<file path="src/rtl/reset_trigger_gen_pkg.sv">
// Shared types and constants for the reset-request aggregator.
// The reset_cause bit layout is defined here so firmware headers can mirror it.
package reset_trigger_gen_pkg;

  typedef enum logic [1:0] {
    IDLE,
    FIRE,
    HOLD
  } state_t;

  localparam int CAUSE_W   = 3;
  localparam int CAUSE_SW  = 0;
  localparam int CAUSE_BTN = 1;
  localparam int CAUSE_WD  = 2;

endpackage

</file>
<file path="src/rtl/btn_debounce.sv">
// Pushbutton conditioner: 2-FF synchronizer, stability counter, one-cycle press pulse.
// Reusable for any active-low panel button.
module btn_debounce #(
  parameter int DEBOUNCE_CYCLES = 50000
) (
  input  logic sys_clk,
  input  logic sys_rst,
  input  logic btn_n,
  output logic btn_press
);

  localparam int CNT_W = (DEBOUNCE_CYCLES > 1) ? $clog2(DEBOUNCE_CYCLES) : 1;
  localparam logic [CNT_W-1:0] CNT_LAST = CNT_W'(DEBOUNCE_CYCLES - 1);

  logic             sync_q1;
  logic             btn_s;
  logic             btn_level;
  logic [CNT_W-1:0] cnt;

  // Level resets to "pressed" so a button held through reset must be released first.
  always_ff @(posedge sys_clk) begin
    // NOTE: non-blocking assignments keep every register sampling pre-edge values.
    if (sys_rst) begin
      sync_q1   <= 1'b1;
      btn_s     <= 1'b1;
      btn_level <= 1'b1;
      cnt       <= '0;
      btn_press <= 1'b0;
    end else begin
      sync_q1   <= ~btn_n;
      btn_s     <= sync_q1;
      btn_press <= 1'b0;
      if (btn_s == btn_level) begin
        cnt <= '0;
      end else if (cnt == CNT_LAST) begin
        btn_level <= btn_s;
        btn_press <= btn_s;
        cnt       <= '0;
      end else begin
        cnt <= cnt + 1'b1;
      end
    end
  end

endmodule

</file>
<file path="src/rtl/reset_trigger_gen.sv">
// Merges pushbutton, software and watchdog reset requests into one bounded
// trigger_reset pulse and keeps a sticky record of the cause across resets.
module reset_trigger_gen
  import reset_trigger_gen_pkg::*;
#(
  parameter int DEBOUNCE_CYCLES = 50000,
  parameter int WD_W            = 32,
  parameter int WD_WARN         = 1024,
  parameter int TRIG_LEN        = 4
) (
  input  logic               sys_clk,
  input  logic               sys_rst,
  input  logic               btn_n,
  input  logic               sw_reset,
  input  logic               wd_en,
  input  logic               wd_kick,
  input  logic [WD_W-1:0]    wd_load,
  input  logic               cause_clr,
  output logic               trigger_reset,
  output logic               wd_irq,
  output logic [WD_W-1:0]    wd_count,
  output logic [CAUSE_W-1:0] reset_cause
);

  localparam int PULSE_W = (TRIG_LEN > 1) ? $clog2(TRIG_LEN) : 1;
  localparam logic [PULSE_W-1:0] PULSE_LAST = PULSE_W'(TRIG_LEN - 1);

  logic btn_press;

  btn_debounce #(
    .DEBOUNCE_CYCLES(DEBOUNCE_CYCLES)
  ) u_btn_debounce (
    .sys_clk  (sys_clk),
    .sys_rst  (sys_rst),
    .btn_n    (btn_n),
    .btn_press(btn_press)
  );

  logic            wd_en_q;
  logic            wd_armed;
  logic            wd_arm;
  logic            wd_expire;
  logic            wd_armed_nxt;
  logic [WD_W-1:0] wd_count_nxt;

  // A kick landing on count==0 re-arms instead of expiring.
  always_comb begin
    // NOTE: every always_comb output gets a default first so no latch is inferred.
    wd_arm       = wd_en && (!wd_en_q || wd_kick);
    wd_expire    = wd_en && wd_armed && (wd_count == '0) && !wd_arm;
    wd_armed_nxt = wd_armed;
    wd_count_nxt = wd_count;
    if (!wd_en) begin
      wd_armed_nxt = 1'b0;
      wd_count_nxt = '0;
    end else if (wd_arm) begin
      wd_armed_nxt = 1'b1;
      wd_count_nxt = wd_load;
    end else if (wd_armed) begin
      if (wd_count != '0) wd_count_nxt = wd_count - 1'b1;
      else                wd_armed_nxt = 1'b0;
    end
  end

  always_ff @(posedge sys_clk) begin
    if (sys_rst) begin
      wd_en_q  <= 1'b0;
      wd_armed <= 1'b0;
      wd_count <= '0;
      wd_irq   <= 1'b0;
    end else begin
      wd_en_q  <= wd_en;
      wd_armed <= wd_armed_nxt;
      wd_count <= wd_count_nxt;
      wd_irq   <= wd_armed_nxt && (wd_count_nxt < WD_W'(WD_WARN));
    end
  end

  logic [CAUSE_W-1:0] ev;

  always_comb begin
    ev            = '0;
    ev[CAUSE_SW]  = sw_reset;
    ev[CAUSE_BTN] = btn_press;
    ev[CAUSE_WD]  = wd_expire;
  end

  state_t               state;
  logic [PULSE_W-1:0]   pulse_cnt;

  // HOLD is terminal until sys_rst, so one request yields exactly one pulse.
  always_ff @(posedge sys_clk) begin
    if (sys_rst) begin
      state         <= IDLE;
      pulse_cnt     <= '0;
      trigger_reset <= 1'b0;
    end else begin
      case (state)
        IDLE: if (|ev) begin
          state         <= FIRE;
          pulse_cnt     <= '0;
          trigger_reset <= 1'b1;
        end
        FIRE: if (pulse_cnt == PULSE_LAST) begin
          state         <= HOLD;
          trigger_reset <= 1'b0;
        end else begin
          pulse_cnt <= pulse_cnt + 1'b1;
        end
        HOLD: state <= HOLD;
        default: begin
          state         <= IDLE;
          trigger_reset <= 1'b0;
        end
      endcase
    end
  end

  logic               cause_take;
  // NOTE: deliberately outside sys_rst; the power-up value comes from the initializer.
  logic [CAUSE_W-1:0] cause_q = '0;

  assign cause_take = !sys_rst && (state == IDLE);

  always_ff @(posedge sys_clk) begin
    if (cause_clr)       cause_q <= cause_take ? ev : '0;
    else if (cause_take) cause_q <= cause_q | ev;
  end

  assign reset_cause = cause_q;

endmodule
</file>
<file path="config.mk">
export PLATFORM = sky130hd
export DESIGN_NAME = reset_trigger_gen
export DESIGN_NICKNAME = d
export VERILOG_FILES = /design/src/rtl/reset_trigger_gen_pkg.sv /design/src/rtl/btn_debounce.sv /design/src/rtl/reset_trigger_gen.sv
export SDC_FILE = /design/constraint.sdc
export NUM_CORES = 1
export LEC_CHECK = 0
export BUFFER_PORTS_ARGS = -buffer_cell sky130_fd_sc_hd__buf_2
export CORE_MARGIN = 2
export CORE_UTILIZATION = 30
export CTS_BUF_LIST = sky130_fd_sc_hd__clkbuf_8
export DETAILED_ROUTE_END_ITERATION = 12
export GPL_TIMING_DRIVEN = 0
export PLACE_DENSITY = 0.51
export SLEW_MARGIN = 20
export SYNTH_ARGS = -nofsm -noshare
export SYNTH_HDL_FRONTEND = slang
export SYNTH_SLANG_ARGS = --single-unit
</file>
<file path="constraint.sdc">
create_clock -name sys_clk -period 4.9 [get_ports sys_clk]
set_input_delay 0.735 -clock sys_clk [delete_from_list [all_inputs] [get_ports sys_clk]]
set_output_delay 0.735 -clock sys_clk [all_outputs]
set_load 0.05 [all_outputs]
</file>
==> impl_results.md, run 1 <==
* TritonCTS Sinks at between 60 and 70
* WHS Endpoint: u_btn_debounce.btn_s
* Vias per inst at just over 5
* Clock Power Share at 37.9%
* Register-to-Register Setup Slack at between 1000 and 1500 ps
* Crit path largest cell delay at 510 ps
* Post-route ant nets at 0
* Mapped Nets at 444
* Slew margin rel. at 44.8%
* Area contributors post-synth: dfxtp_1, nor2_1, xnor2_1
* Post-synth top area share at a little over a third
* Synth cell count leaders: dfxtp_1, nor2_1, o21ai_0
* FILL cells at between 1k and 1.5k
* Worst path most repeated cell: nor3_1
* Core Region at 10800 um^2
* Worst-Margin Slew at 821 ps
* Vias in the first global route at just over 3k
* Gpl congestion at between 0.8 and 0.9
* Hold Path Origin: u_btn_debounce.sync_q1
* WS Path Type: reg -> reg
* Syn Area/Cell at approximately 8.3 um^2
* Startpoint types: flip-flop
* Final Critical Period at between 3000 and 4000 ps
* Setup_tns at 0 ps
* Largest net degree at the start of global routing at 12
* Power share of the sequential group at between 30% and 40%
* CP cell instances: inv_1, ha_1, or3b_2, clkbuf_1, or4_1, buf_2, nor3_1, mux2i_1, a21oi_1, nor3_1, nand4_1, nor4_2
* Synth cell types at 49
* N_diodes at 0
* DP HPWL at around 7300 um
* Comb pwr share at about a quarter
* Starting Density at 30.7%
* Die H at between 100 and 150 um
* Layout cells sized above 1 at 21.7%
* R2R cell count at 12
* Top FF cell, synth: dfxtp_1
* Maxcap violations at 0
* GR Overflow Total at 0
* NetSw at between 0.4 and 0.5 mW
* Int Pwr at approximately 1.0 mW
* Syn Inst Count at 399
* Crit path max-delay cell type: or4_1
* Port-buffer cells at 74
* Fin crit share at 72.5%
* Final Net Count at between 500 and 600
* Area grow syn2layout at 24.1%
* Postcts setup bufs at 0
* Final hold vios at 0
* # rows at 38
* Drc violations at 0
* Crit end category: flip-flop
* Max Slew Vio Count at 0
* Worst path arrival time at 3800 ps
* Num CTS Buffers at 9
* Total GRT Usage at between 10% and 20%
* Global-route wire length before repair at 15400 um
* Htree depth at 3
* Root Buffer: clkbuf_8
* Die Footprint at roughly 12000 um^2
* Final WL at a little under 10000 um
* Drt pass-1 iters at 5
* # placed instances at about 610
* Drt wl/cell at ~15 um
* Fraction of registers with async set/reset at 0%
* #FFs+latches synth at 63
* Reg2Reg Capture Point: wd_irq
* YS warnings at 0
* Max Fclk at ~0.28 GHz
* Register area share after synthesis at 38.8%
* RSZ-0062 raised after global routing: false
* Top delay family on crit path: simple AND/OR/NAND/NOR gates
* Mapped cell area at between 3000 and 4000 um^2
* Antenna violations before repair at 0
* Hold Path Class: reg -> reg
* Worst r2r src: wd_count[0]
* Worst path bufs/invs at 3
* Post-route clock skew at ~12 ps
* Status: complete, no violations
* Most frequent cell after synthesis: dfxtp_1
* Clk slew on worst S/H paths at approximately 80 ps
* Crit-path max FO at 7
* Sw frac at about a third
* CTS tree: built
* Post-synth EDFFs at 3
* Clock Path Buffers at 2
* Post-layout util at 38.1%
* Worst Hold Depth at 1
* Min Hold Slack at slightly above 400 ps
* Critical path required time at ~5000 ps
* Boundary pin count at 76
* P per Cell Area at about 370 nW/um^2
* Finished Layout Cells at ~630
* Via count at 3210
* VDD IR-drop max at about 0.12 mV
* Initial DRC count at 147
* Final setup fails at 0
* Hold Buf Count CTS at 0
* Yosys top cell by area: dfxtp_1
* Clock Latency Late Sink at roughly 350 ps
* Die X at roughly 110 um
* Post-CTS sizing at 0
* Static leakage at 1.60 nW
[per-layer routing]
layer / track usage (%) / vias up / share of wire, %
met5: 0 / - / 0
met2: 26.1 / 89 / 44
li1: - / 1616 / -
met1: 23.3 / 1491 / 48
met4: 5.97 / 0 / 1.4
met3: 4.09 / 14 / 6.1
[cell families (layout without fill, tap and decap cells)]
logic type	Yosys count	in the layout	synth area share, %
AO/OA/AOI/OAI	87	87	17.8
buffers and inverters	35	125	4.14
flip-flops	63	63	38.8
XOR/XNOR	26	26	6.85
adder cells (fa/ha/maj)	6	6	2.26
AND/OR/NAND/NOR	176	176	28.3
multiplexers	6	6	1.84
[cell type report]
| class | count | area [um^2] | area share [%] |
|---|---|---|---|
| multi-input combinational | 301 | 1900 | 46.0 |
| clock inverter | 5 | 104 | 2.52 |
| timing repair buffer | 74 | 370 | 8.98 |
| inverter | 14 | 52.6 | 1.27 |
| sequential | 63 | 1290 | 31.3 |
| tap | 140 | 175 | 4.24 |
| buffer | 21 | 85.1 | 2.06 |
| clock buffer | 11 | 151 | 3.67 |
[layout by cell type, fill, tap and decap left out, types with 3 or more instances in the layout]
master / count
a21oi_1: 17
nand4_1: 6
o21ai_0: 24
a22oi_1: 3
nor2b_1: 18
nor2_1: 58
o31ai_1: 8
dfxtp_1: 60
nand2_1: 13
and3_1: 3
xnor2_1: 17
mux2i_1: 5
nand2b_1: 5
clkbuf_8: 11
inv_1: 14
nor3b_1: 3
or3_1: 16
buf_2: 76
xor2_1: 9
nor3_1: 10
nand3_1: 10
nor4_1: 10
edfxtp_1: 3
ha_1: 6
a211oi_1: 8
bufinv_16: 3
or4_1: 15
a31oi_1: 10
clkbuf_1: 18
[registers in the layout, summed over array words and instances (netlist names)]
register	cells
wd_count	32
u_btn_debounce.cnt	16
reset_cause	3
pulse_cnt	2
state	2
trigger_reset	1
u_btn_debounce.btn_level	1
u_btn_debounce.btn_press	1
u_btn_debounce.btn_s	1
u_btn_debounce.sync_q1	1
wd_armed	1
wd_en_q	1
wd_irq	1
[power by group through the flow]
stage	Combinational (mW)	Sequential [mW]	Clock [mW]
finish	0.368	0.586	0.584
global route	0.404	0.591	0.627
CTS	0.370	0.586	0.601
detailed placement	0.368	0.598	0
global placement	0.362	0.597	0
floorplan	0.197	0.673	0
[worst max path at each step]
stage	start	to	cells past startpoint
floorplan	wd_count[0]	trigger_reset	12
global placement	wd_count[0]	wd_irq	12
detailed placement	wd_count[0]	wd_irq	12
CTS	wd_count[0]	wd_irq	12
global route	wd_count[0]	wd_irq	12
finish	wd_count[0]	wd_irq	12
[stage by stage]
step           total power, mW  setup slack (ps)  instance area [um^2]
4_1_cts                   1.56              1300                  4130
2_1_floorplan            0.870              1670                  3330
6_report                  1.54              1350                  4130
5_1_grt                   1.62              1070                  4130
3_3_place_gp             0.959              1340                  3870
3_5_place_dp             0.966              1320                  3870
(Power assumes the default switching activity.)
==> run 2, diff against run 1 <==
==> constraint.sdc (replaced) <==
create_clock -name sys_clk -period 3.4 [get_ports sys_clk]
set_input_delay 0.51 -clock sys_clk [delete_from_list [all_inputs] [get_ports sys_clk]]
set_output_delay 0.51 -clock sys_clk [all_outputs]
set_load 0.05 [all_outputs]
==> impl_results.md, run 2 (synthesis results as in run 1) <==
* Htree depth at 3 (unchanged)
* Sw frac at 32.3% (+0.25 points)
* Max Fclk at 0.311 GHz (+10%)
* Register-to-Register Setup Slack at 180 ps (-1170 ps)
* Cell Area, Placed at 3870 um^2 (unchanged)
* CTS tree: built
* Final WL at 9850 um (+1.0%)
* P per Cell Area at 533 nW/um^2 (+43%)
* Drc violations at 0 (unchanged)
* Critical path required time at 3650 ps (-1500 ps)
* Comb pwr share at 24.3% (+0.4 points)
* WHS Endpoint: u_btn_debounce.sync_q1
* Clock Power Share at 37.8% (about the same)
* Layout cells sized above 1 at 23.3% (+1.6 points)
* Reg2Reg Capture Point: wd_irq
* Port-buffer cells at 74 (unchanged)
* Drt wl/cell at 15.6 um (+0.88%)
* WS Path Type: reg -> reg
* Design area at 4190 um^2 (+1.5%)
* Die X at 109 um (unchanged)
* VDD IR-drop max at 0.172 mV (+44%)
* Static leakage at 1.61 nW (+0.77%)
* Worst slack at placement at -177 ps (-1500 ps)
* Global-route wire length before repair at 15600 um (+0.76%)
* CP cell instances: or4_1, buf_2, or4_1, buf_2, o311ai_2, nor3_1, xnor2_1, a21oi_1, o31a_1, nor4_2
* Initial DRC count at 165 (+12%)
* Slew margin rel. at 47.2% (+2.4 points)
* Root Buffer: clkbuf_8
* Worst r2r src: wd_count[8]
* # rows at 38 (unchanged)
* R2R cell count at 10 (-2)
* Num CTS Buffers at 9 (unchanged)
* Fin crit share at 94.7% (+22 points)
* Status: complete, no violations
* TritonCTS Sinks at 63 (unchanged)
* Antenna violations before repair at 0 (unchanged)
* Core Region at 10800 um^2 (unchanged)
* Most frequent cells in the layout: buf_2, dfxtp_1, nor2_1
* Clock Latency Late Sink at 350 ps (about the same)
* Crit end category: flip-flop
* Worst-Margin Slew at 785 ps (-35.8 ps)
* Biggest register: wd_count
* Final hold vios at 0 (unchanged)
* Power, Total at 2.23 mW (+45%)
* NetSw at 0.720 mW (+46%)
* N_diodes at 0 (unchanged)
* Crit path max-delay cell type: or4_1
* Final Net Count at 530 (+0.19%)
* Vias in the first global route at 3049 (+0.83%)
* Int Pwr at 1.51 mW (+45%)
* Crit-path max FO at 8 (+1)
* Hold Path Origin: btn_n
* Largest net degree at the start of global routing at 12 (unchanged)
* Boundary pin count at 76 (unchanged)
* Vias per inst at 5.10 (about the same)
* Power share of the sequential group at 37.9% (-0.2 points)
* Post-route clock skew at 13.4 ps (+1.50 ps)
* Worst path arrival time at 3470 ps (-330 ps)
* Total GRT Usage at 17.1% (+0.12 points)
* Post-route ant nets at 0 (unchanged)
* Max Slew Vio Count at 0 (unchanged)
* Commonest non-fill, non-tap cell in the layout: buf_2
* Hold Path Class: in -> reg
* Die H at 109 um (unchanged)
* DP HPWL at 7310 um (unchanged)
* Crit path largest cell delay at 530 ps (+20 ps)
* Final setup margin at 182 ps (-1170 ps)
* Via count at 3215 (+0.16%)
* Clk slew on worst S/H paths at 70 ps (about the same)
* Final Critical Period at 3220 ps (-333 ps)
* Hold Buf Count CTS at 0 (unchanged)
* Clock Path Buffers at 2 (unchanged)
* Gpl congestion at 0.846 (unchanged)
* Area grow syn2layout at 26.0%
* Number of flip-flops under the largest register name at 32 (unchanged)
* Final setup fails at 0 (unchanged)
* Die Footprint at 11900 um^2 (unchanged)
* Drt pass-1 iters at 4 (-1)
* Startpoint types: flip-flop
* Maxcap violations at 0 (unchanged)
* Worst Hold Depth at 2 (+1)
* Starting Density at 30.7% (unchanged)
* RSZ-0062 raised after global routing: false
* GR Overflow Total at 0 (unchanged)
## run 2: changes by cell type in the layout (fill, tap and decap cells not counted), sizes merged
cell,previous run,this run
clkbuf,29,28
buf,77,79
## run 2: worst max-delay path, delay by kind of cell (launching register included)
kind / cells / cell delay [ps]
flops: 1 / 370
buf+inv: 2 / 380
xor+xnor: 1 / 170
compound gates: 3 / 810
simple gates: 4 / 1390
## run 2: what timing repair did
| action | CTS | global route |
|---|---|---|
| resized for setup | 2 | 7 |
| endpoints found under the setup margin | 2 | 1 |
| hold endpoints to repair | 0 | 0 |
| setup buffers | 2 | 1 |
| pin swaps | 2 | 4 |
## run 2: area by class of cell
cell class	instances	area, um^2
Tap cell	140	175
Buffer	19	73.8
Clock buffer	11	151
Timing Repair Buffer	77	393
Sequential cell	63	1290
Fill cell	1185	6650
Inverter	14	52.6
Multi-Input combinational cell	301	1950
Clock inverter	5	104
## run 2: worst max-delay path by stage
stage	start	endpoint	slack, ps	depth (start not counted)
after detailed placement	wd_count[0]	wd_irq	-180	12
final	wd_count[8]	wd_irq	180	10
after global routing	wd_count[8]	wd_irq	4	12
after floorplan	wd_count[0]	trigger_reset	170	12
after CTS	wd_count[4]	wd_irq	20	10
after global placement	wd_count[0]	wd_irq	-160	12
## run 2: power groups by stage
stage,sequential [mW],clock [mW],combinational (mW)
final,0.846,0.844,0.543
after CTS,0.845,0.866,0.535
after floorplan,0.970,0,0.285
after global placement,0.861,0,0.522
after global routing,0.852,0.904,0.594
after detailed placement,0.862,0,0.531
## run 2: metrics by stage
stage	util [%]	cells	TNS [ps]	hold WS [ps]
floorplan	-	399	0	389
global placement	35.7	613	-251	394
detailed placement	35.7	613	-283	396
CTS	38.2	630	0	312
global route	38.6	630	0	311
finish	38.6	630	0	328
## run 2: per-layer routing
metal / wire [um] / share of wire, % / track usage [%] / vias to the layer above
met5: 0 / 0 / 0 / -
met4: 100 / 1.0 / 6.51 / 0
met3: 567 / 5.8 / 4.15 / 9
met2: 4380 / 44 / 26.1 / 86
met1: 4800 / 49 / 23.4 / 1501
li1: - / - / - / 1619
